`src/rtl/ntt_pkg.sv`:
```
// Shared constants for the Fermat-prime reduction pipeline: default exponent,
// prime P = 2^M+1 and the derived lane width W = M+2.
package ntt_pkg;

  localparam int M_DEFAULT = 16;

  function automatic int fermat_prime(input int m);
    return (1 << m) + 1;
  endfunction

  function automatic int lane_width(input int m);
    return m + 2;
  endfunction

endpackage

```
`src/rtl/fermat_fold_lane.sv`:
```
// One reduction lane, stage 1: folds a 2W-bit signed operand into a small signed
// value congruent to it mod 2^M+1, and flags operands outside +/-2^(2M).
module fermat_fold_lane
  import ntt_pkg::*;
#(
  parameter int M = M_DEFAULT,
  parameter int W = lane_width(M)
) (
  input  logic [2*W-1:0] i_x,
  output logic [W-1:0]   o_t,
  output logic           o_range_err
);

  localparam logic signed [2*W-1:0] LIMIT = {{(2*W-1){1'b0}}, 1'b1} << (2*M);

  logic signed [2*W-1:0] w_x;
  logic [W-1:0]          w_lo;
  logic [W-1:0]          w_hi;

  assign w_x  = $signed(i_x);
  assign w_lo = {{(W-M){1'b0}}, i_x[M-1:0]};
  // For legal operands x>>>M fits in W signed bits, so its low W bits are the whole value.
  assign w_hi = i_x[M +: W];

  // 2^M == -1 mod P, hence x = hi*2^M + lo == lo - hi.
  assign o_t         = w_lo - w_hi;
  assign o_range_err = (w_x > LIMIT) || (w_x < -LIMIT);

endmodule

```
`src/rtl/fermat_mod_pipe.sv`:
```
// Two-stage valid/ready pipeline reducing LANES signed operands modulo 2^M+1:
// stage 1 folds each lane, stage 2 applies a single +/-P correction.
module fermat_mod_pipe
  import ntt_pkg::*;
#(
  parameter int M     = M_DEFAULT,
  parameter int LANES = 1,
  parameter int TAG_W = 4
) (
  input  logic                              clk,
  input  logic                              rst_n,
  input  logic                              in_valid,
  output logic                              in_ready,
  input  logic [LANES*2*lane_width(M)-1:0]  in_data,
  input  logic [TAG_W-1:0]                  in_tag,
  output logic                              out_valid,
  input  logic                              out_ready,
  output logic [LANES*lane_width(M)-1:0]    out_data,
  output logic [TAG_W-1:0]                  out_tag,
  output logic [LANES-1:0]                  out_range_err
);

  localparam int W     = lane_width(M);
  localparam int P_INT = fermat_prime(M);
  localparam logic signed [W-1:0] P = W'(P_INT);

  logic                 r_v1;
  logic [LANES*W-1:0]   r_t1;
  logic [LANES-1:0]     r_err1;
  logic [TAG_W-1:0]     r_tag1;
  logic                 r_v2;
  logic [LANES*W-1:0]   r_data2;
  logic [LANES-1:0]     r_err2;
  logic [TAG_W-1:0]     r_tag2;

  logic                 w_fire_in;
  logic                 w_adv2;
  logic [LANES*W-1:0]   w_t;
  logic [LANES-1:0]     w_err;
  logic [LANES*W-1:0]   w_r;

  assign in_ready  = !r_v1 || !r_v2 || out_ready;
  assign w_fire_in = in_valid && in_ready;
  assign w_adv2    = r_v1 && (!r_v2 || out_ready);

  genvar gi;
  generate
    for (gi = 0; gi < LANES; gi++) begin : g_lane
      logic signed [W-1:0] w_ts;

      fermat_fold_lane #(
        .M (M),
        .W (W)
      ) u_fold (
        .i_x         (in_data[gi*2*W +: 2*W]),
        .o_t         (w_t[gi*W +: W]),
        .o_range_err (w_err[gi])
      );

      // Folded value lies in [-2^M, 2^(M+1)-1], so one correction always suffices.
      assign w_ts = $signed(r_t1[gi*W +: W]);
      assign w_r[gi*W +: W] = (w_ts < 0)  ? W'(w_ts + P) :
                              (w_ts >= P) ? W'(w_ts - P) :
                                            W'(w_ts);
    end
  endgenerate

  always_ff @(posedge clk or negedge rst_n) begin
    if (!rst_n) begin
      r_v1    <= 1'b0;
      r_t1    <= '0;
      r_err1  <= '0;
      r_tag1  <= '0;
      r_v2    <= 1'b0;
      r_data2 <= '0;
      r_err2  <= '0;
      r_tag2  <= '0;
    end else begin
      if (w_fire_in) begin
        r_v1   <= 1'b1;
        r_t1   <= w_t;
        r_err1 <= w_err;
        r_tag1 <= in_tag;
      end else if (w_adv2) begin
        r_v1 <= 1'b0;
      end

      if (w_adv2) begin
        r_v2    <= 1'b1;
        r_data2 <= w_r;
        r_err2  <= r_err1;
        r_tag2  <= r_tag1;
      end else if (out_ready) begin
        r_v2 <= 1'b0;
      end
    end
  end

  assign out_valid     = r_v2;
  assign out_data      = r_data2;
  assign out_tag       = r_tag2;
  assign out_range_err = r_err2;

endmodule

```
`config.mk`:
```
export PLATFORM = sky130hd
export DESIGN_NAME = fermat_mod_pipe
export DESIGN_NICKNAME = d
export VERILOG_FILES = /design/src/rtl/ntt_pkg.sv /design/src/rtl/fermat_fold_lane.sv /design/src/rtl/fermat_mod_pipe.sv
export SDC_FILE = /design/constraint.sdc
export NUM_CORES = 1
export LEC_CHECK = 0
export CORE_MARGIN = 10
export CORE_UTILIZATION = 48
export CTS_CLUSTER_SIZE = 12
export DETAILED_ROUTE_END_ITERATION = 12
export GPL_TIMING_DRIVEN = 1
export PLACE_DENSITY = 0.79
export SYNTH_ARGS = -nofsm -noshare
export SYNTH_HDL_FRONTEND = slang
export SYNTH_HIERARCHICAL = 1
export SYNTH_SLANG_ARGS = --single-unit
```
`constraint.sdc`:
```
create_clock -name clk -period 2.8 [get_ports clk]
set_clock_uncertainty 0.2 [all_clocks]
set_input_delay 0.42 -clock clk [delete_from_list [all_inputs] [get_ports clk]]
set_output_delay 0.42 -clock clk [all_outputs]
set_load 0.01 [all_outputs]
```
## Yosys cells after proc, flatten, opt, wreduce, memory -nomap -nowiden

Cells that the tools add are included.

| operators by class | value |
|---|---|
| add/sub/neg operators | 3 |
| magnitude comparators | 4 |
| mux-type cells | 6 |
| reduce and logical (&&, ||, !) cells | 10 |

Operators by type and width:

| kind | count |
|---|---|
| $gt A36 B34 Y1 const B | 1 |
| $lt A36 B33 Y1 const B | 1 |
| $mux W18 | 2 |
| $add A18 B18 Y18 const B | 1 |
| $ge A18 B18 Y1 const B | 1 |
| $lt A18 B1 Y1 const B | 1 |
| $sub A16 B18 Y18 | 1 |
| $sub A18 B18 Y18 const B | 1 |
| $logic_or A1 B1 Y1 | 4 |
| $mux W1 | 4 |
| $reduce_bool A2 Y1 | 2 |
| $logic_and A1 B1 Y1 | 2 |
| $logic_not A1 Y1 | 2 |

| word-level totals | value |
|---|---|
| bits in registers | 48 |
| input port bits | 44 |
| output and inout bits | 25 |
| logic and storage cells | 31 |

## Logic depth before layout (Yosys ltp)

Gate-level depths: netlist of run 1.

| logic depth | value |
|---|---|
| depth after elaboration | 5 |
| gate-level depth with buffers | 10 |
| depth with buffers taken out | 10 |

## Hierarchy

Netlist of run 1, hierarchy kept.

By module, submodules not included:

| module | times used | cells an instance | area an instance (um^2) | sequential area each (um^2) |
|---|---|---|---|---|
| fermat_mod_pipe | 1 | 265 | 2606.2 | 1201.2 |
| fermat_fold_lane | 1 | 164 | 1092.3 | 0.0 |

## Least setup slack after synthesis of run 1

Ideal clock, no wire load.

| timing path | value |
|---|---|
| kind | input port to flip-flop |
| start | input port in_data[0] |
| end | register r_t1[16], in the netlist g_lane[0].w_ts[16] |
| setup time | 0.125 ns |
| data arrival time | 2.395 ns |
| data required time | 2.475 ns |
| setup slack | 0.081 ns |
| stages on the path | 10 |
| buffers on the path | 0 |
| path through | inv_1 ha_1 inv_1 fa_1 a211oi_2 o21bai_4 a2111oi_2 or4b_1 o211ai_2 mux2_2 |

| between the ends | value |
|---|---|
| word-level cells in the longest chain between the ends | 1 |

RTL lines:

| item | line | RTL |
|---|---|---|
| start: declaration | fermat_mod_pipe.sv:14 | `input logic [LANES*2*lane_width(M)-1:0] in_data,` |
| $sub A16 B18 Y18 | fermat_fold_lane.sv:26 | `assign o_t = w_lo - w_hi;` |
| via w_t[16] | fermat_mod_pipe.sv:38 | `logic [LANES*W-1:0] w_t;` |
| end signal: assignment | fermat_mod_pipe.sv:81 | `r_t1 <= w_t;` |
| end: declaration | fermat_mod_pipe.sv:28 | `logic [LANES*W-1:0] r_t1;` |

The timed path passes the listed nets, and every way through them passes these cells.
A chain may end at the register's enable or synchronous reset.

## Final worst setup path of run 1

| timing path | value |
|---|---|
| start | input port in_data[17] |
| end | register r_t1[15], in the netlist g_lane[0].w_ts[15] |

The elaborated chain is that of the path after synthesis.

==> results of run 1 <==
==> worst reg2reg max path: stages, from the launching register on <==
cell,delay (ps)
dfrtp_1,400
or3_4,410
or4_4,480
o311a_4,420
o2111ai_1,240
nor3_1,60
or3_1,360
==> Yosys cell counts, drive strengths merged (3+ instances only) <==
cell type	n
xor2	6
mux2	23
o211ai	10
a21oi	22
buf	9
o311ai	3
nor2	24
or3	8
nor3	16
a211oi	5
nand2b	8
nand4	13
o21a	4
o31ai	3
a2bb2oi	5
ha	19
or2	3
o2111ai	5
a21o	3
xnor2	10
nand3	16
clkbuf	11
dfrtp	48
or4	7
nand2	44
o21ai	23
nor4	14
o21bai	3
and3	3
inv	31
==> cell type report <==
class | count | area [µm²]
clock buffers | 5 | 68.8
clock inverters | 3 | 46.3
fillers | 574 | 2150
inverters | 31 | 116
multi-input cells | 330 | 2360
flip-flops and latches | 48 | 1200
well taps | 99 | 124
repair buffers | 149 | 1300
==> how the worst max path moves through the flow <==
stage                      from            endpoint  cells after the start
global route        in_data[17]  g_lane[0].w_ts[15]                     11
global placement    in_data[16]  g_lane[0].w_ts[16]                     10
detailed placement  in_data[16]  g_lane[0].w_ts[16]                     10
finish              in_data[17]  g_lane[0].w_ts[15]                     11
floorplan            in_data[0]  g_lane[0].w_ts[16]                     10
CTS                 in_data[16]  g_lane[0].w_ts[16]                     10
==> registers in the layout (all words and copies together), names as in the netlist <==
signal,flops
r_tag1,4
out_range_err,1
out_data,18
r_err1,1
out_tag,4
g_lane.w_ts,18
r_v1,1
out_valid,1
==> per-layer routing <==
metal	up-vias	share of wire	global-route usage
met5	-	0	0
met4	0	0.022	0.0506
met3	29	0.071	0.0383
li1	1872	-	-
met2	157	0.51	0.347
met1	1764	0.40	0.202
==> power breakdown <==
| part | switching (W) | total [W] | internal [W] |
|---|---|---|---|
| clock | 0.000249 | 0.000518 | 0.000269 |
| sequential | 0.000134 | 0.00101 | 0.000881 |
| combinational | 0.000680 | 0.00143 | 0.000747 |
==> cell families (layout without fill, tap and decap cells) <==
family / Yosys count / after routing
compound gates: 102 / 102
xor+xnor: 16 / 16
fa+ha+maj: 20 / 20
buf+inv: 51 / 188
flops: 48 / 48
mux: 25 / 25
simple gates: 167 / 167
==> what timing repair did <==
action / CTS / global route
pin swaps: 3 / 6
cloned: 0 / 0
endpoints found under the setup margin: 3 / 13
hold buffers: 1 / 0
buffers inserted: 1 / 0
hold endpoints to repair: 15 / 0
resized for setup: 1 / 13
==> stage by stage <==
step	cell area, µm²	util	TNS (ps)	instances
4_1_cts	5160	0.700	0	665
3_5_place_dp	5010	0.680	-3000	655
5_1_grt	5220	0.708	0	665
3_3_place_gp	5010	0.680	-2430	655
2_1_floorplan	3700	-	0	429
6_report	5220	0.708	0	665
==> results.cfg, run 1 <==
[sta]
finalCriticalPeriod_ps = 2740
rsz0062_at_grt = false
fin_crit_sh = 0.979
hold_slack_ps = 275
worst_pin_slew_ps = 781
slew-limit-headroom = 0.479
final.setup.worst_slack_ps = 58.1
max_freq_ghz = 0.365
setup_viol = 0
hold_violations = 0
maxSlewViolCount = 0

[pwr]
p_leak_nw = 2.24
vdd_drop_max_mv = 0.253
power.total_w = 0.00296
power.density_nw_per_um2 = 568

[floorplan]
coreArea_um2 = 7370
io_pins = 69
dieArea_um2 = 11600
die_w_um = 108
rows = 31
initial_core_util = 0.502
die_y_um = 108

[global_routing]
grt_start_max_net_pins = 34
grt_pass1_vias = 3979
antenna_found_initial = 0
grt_pass1_wl_um = 18000
overflow = 0
track_usage = 0.184

[drt]
wire_per_inst_um = 16.6
firstDrtPassIters = 5
postRouteAntennaNets = 0
drc = 0
vias_per_cell = 5.75
drt-total-wl_um = 11000
vias = 3822
drt_iter0_markers = 164

[layout]
drive_above_1_share = 0.244
final_cell_mix = buf_4 (79), clkdlybuf4s50_1 (65), dfrtp_1 (48)
num-nets-final = 629
final_common_cell = buf_4
syn2layout_area_growth_pct = 41.0
antenna_cells = 0

[setup_path]
arrival_ps = 2730
path_class = in -> reg
r2r_start = g_lane[0].w_ts[12]
crit_fanout = 4
crit_buf_inv = 4
path_common_cell = buf_4
cp_data_required_time_ps = 2790
r2r_slack_ps = 110
end_kind = flip-flop
cpLargestDelayFamily = buffers and inverters
path_cells = clkdlybuf4s50_1, inv_1, buf_4, ha_1, nor2b_1, o31a_1, o211ai_1, buf_4, a211o_1, o311ai_2, mux2_2
slowest_delay_ps = 470
r2r-end = out_data[7]
cpMaxStageDelayCell = clkdlybuf4s50_1
reg2regPathDepth = 6
startpoint_type = input pin

[clocking]
clk_path_buf_depth = 2
clk_pin_slew_worst_paths_ps = 90
cts-root-buf = clkbuf_8
htreeDepth = 2
cts.sinks = 48
cts-buffers-inserted = 5
clock_latency_ps = 300
cts_tree = built

[logic_synthesis]
synth_top_area_frac = 0.325
ys_ff_latch = 48
yosys_warnings = 6
synth-main-ff-cell = dfrtp_1
synth-simple-area-share = 0.238
synth_cells = 429
synth_fp_nets = 493
synth_area_per_cell_um2 = 8.62
synthAdderAreaFrac = 0.0697
synth_cell_types = 68
synth_edf_count = 0
synth_top_family_by_area = simple AND/OR/NAND/NOR gates
async_flop_share = 1.00
yosysTopAreaCell = dfrtp_1
synth-compound-area-share = 0.198
yosys.area_share.xor_xnor = 0.0379
synthMuxAreaShare = 0.0754
seq_area_frac_synth = 0.325
synth_area_leaders = dfrtp_1 (32%), mux2_2 (7.0%), ha_1 (6.4%), nand2_1 (4.5%), inv_1 (3.0%)
synth_area_um2 = 3700

[worst_hold_path]
min_delay_path_depth = 2
hp-start = r_tag1[1]
hold_path_class = reg -> reg
min_to = out_tag[1]

[place]
place_worst_setup_slack_ps = -492
hpwlAfterDp_um = 9030
portBuffers = 68
gp_congestion = 0.931

[run_status]
status = finished clean

[flow_run]
maxCapViolCount = 0
Note: power is estimated with default switching activity, not from simulation.
==> inputs of run 2 (changes only) <==
Settings changed: CORE_UTILIZATION 48 to 29, PLACE_DENSITY 0.79 to 0.53.
==> run 2 against run 1 <==
Net effect:
- global-route usage fell by 5.4 points
- largest power group unchanged
- critical path type unchanged
- largest cell class unchanged
- critical endpoint is now g_lane[0].w_ts[13]
- sequential share of layout area fell by 0.89 points
- routed wire length rose by 4.2%
- count of clock-buffer cells in the layout rose by 1
- total power rose by 3.3%
==> results.cfg, run 2 (synthesis gave the netlist of run 1 again) <==
[drt]
firstDrtPassIters = 4
vias = 3767
vias_per_cell = 5.01
drc = 0
drt_iter0_markers = 184
postRouteAntennaNets = 0
drt-total-wl_um = 11500
wire_per_inst_um = 15.3

[sta]
slew-limit-headroom = 0.639
worst_pin_slew_ps = 534
setup_viol = 0
maxSlewViolCount = 0
max_freq_ghz = 0.365
fin_crit_sh = 0.979
hold_violations = 0
finalCriticalPeriod_ps = 2740

[global_routing]
grtUsageMet2 = 0.222
grt_pass1_wl_um = 19300
grt_pass1_vias = 3881
track_usage = 0.130
use_met3 = 0.0273
grt_start_max_net_pins = 25
grt-busiest-layer = met2
use_met1 = 0.163
overflow = 0
antenna_found_initial = 0

[floorplan]
rows = 41
die_w_um = 133
coreArea_um2 = 12600
dieArea_um2 = 17700
die_y_um = 133
io_pins = 69
initial_core_util = 0.294

[clocking]
clk_path_buf_depth = 2
clock_latency_ps = 290
cts-buffers-inserted = 5
htreeDepth = 2
cts_tree = built
clk_pin_slew_worst_paths_ps = 60
cts.sinks = 48
cts-root-buf = clkbuf_16

[setup_path]
cpMaxStageDelayCell = clkdlybuf4s50_1
end_kind = flip-flop
path_class = in -> reg
arrival_ps = 2720
startpoint_type = input pin
crit_fanout = 4
path_common_cell = buf_4
path_cells = clkdlybuf4s50_1, buf_4, ha_1, nor2b_1, o31a_1, o221ai_1, buf_4, nor4b_2, a211oi_2, mux2_2
slowest_delay_ps = 460
cp_data_required_time_ps = 2780

[layout]
layoutNonFillerInstCount = 752
drive_above_1_share = 0.260
antenna_cells = 0
final_cell_mix = buf_4 (94), clkdlybuf4s50_1 (65), dfrtp_1 (48)
final_common_cell = buf_4
num-nets-final = 643
syn2layout_area_growth_pct = 46.7
fin_area_um2 = 5430

[place]
portBuffers = 68
gp_congestion = 0.873
hpwlAfterDp_um = 9670
dpl_cell_area_um2 = 5190
place_inst = 741

[pwr]
power.density_nw_per_um2 = 564
vdd_drop_max_mv = 0.234
p_leak_nw = 2.31

[flow_run]
maxCapViolCount = 0

[run_status]
status = finished clean

[worst_hold_path]
hold_path_class = reg -> reg
[run 2: cell count changes in the layout (fill, tap and decap cells not counted), moves of 2 or more]
| cell | previous run | this run |
|---|---|---|
| buf_4 | 79 | 94 |
| clkbuf_16 | 0 | 5 |
| clkbuf_8 | 5 | 1 |
| o21ai_0 | 13 | 15 |
| o21ai_1 | 9 | 7 |
[run 2: layer usage]
layer  share of wire  wire, µm  vias to the layer above
met5               0         0                        -
met4           0.013       153                        0
met3           0.050       579                       12
met2            0.48      5500                       98
met1            0.46      5260                     1768
li1                -         -                     1889
[run 2: worst paths after layout]
kind                                     from            endpoint  slack [ps]  depth (start not counted)
hold / removal                      r_tag1[2]          out_tag[2]         260                          2
max in group asynchronous               rst_n          out_tag[3]        1610                          3
setup reg to reg           g_lane[0].w_ts[12]         out_data[7]         120                          6
hold reg to reg                     r_tag1[2]          out_tag[2]         260                          2
min in group asynchronous               rst_n         out_data[5]         270                          2
setup / recovery                   in_data[1]  g_lane[0].w_ts[13]          60                         10
[run 2: worst max-delay path, delay by kind of cell]
family,cells,cell delay (ps)
adders and majority gates,1,270
AOI/OAI and AO/OA,3,560
buffers and inverters,3,790
muxes,1,270
and+or+nand+nor,2,410
[run 2: stage by stage]
step	worst slack, ps	hold slack (ps)	utilization	total power (W)	TNS, ps
final	59.9	265	0.432	0.00306	0
after detailed placement	-489	46.8	0.413	0.00245	-2920
after global routing	-3.85	297	0.432	0.00328	-3.85
after floorplan	80.8	-75.6	-	0.00173	0
after global placement	-443	43.6	0.413	0.00243	-2500
after CTS	30.5	267	0.427	0.00309	0
[run 2: area by class of cell]
cell class	instances	area (µm²)
sequential	48	1200
clock buffer	6	139
tap	172	215
clock inverter	2	13.8
timing repair buffer	163	1400
multi-input combinational	330	2340
inverter	31	116
fill	1287	7140
[run 2: what timing repair did]
action,4_1_cts,5_1_grt
gates resized for setup,2,10
hold endpoints to repair,4,0
pin swaps,3,6
hold buffers,1,0
setup buffers,0,2
cloned,0,0
endpoints found under the setup margin,5,9
[run 2: report_power, final]
group,total [W],switching (W),leakage (nW),internal (W)
Sequential,0.00101,0.000126,0.568,0.000883
Combinational,0.00143,0.000678,1.67,0.000754
Clock,0.000619,0.000261,0.0772,0.000357
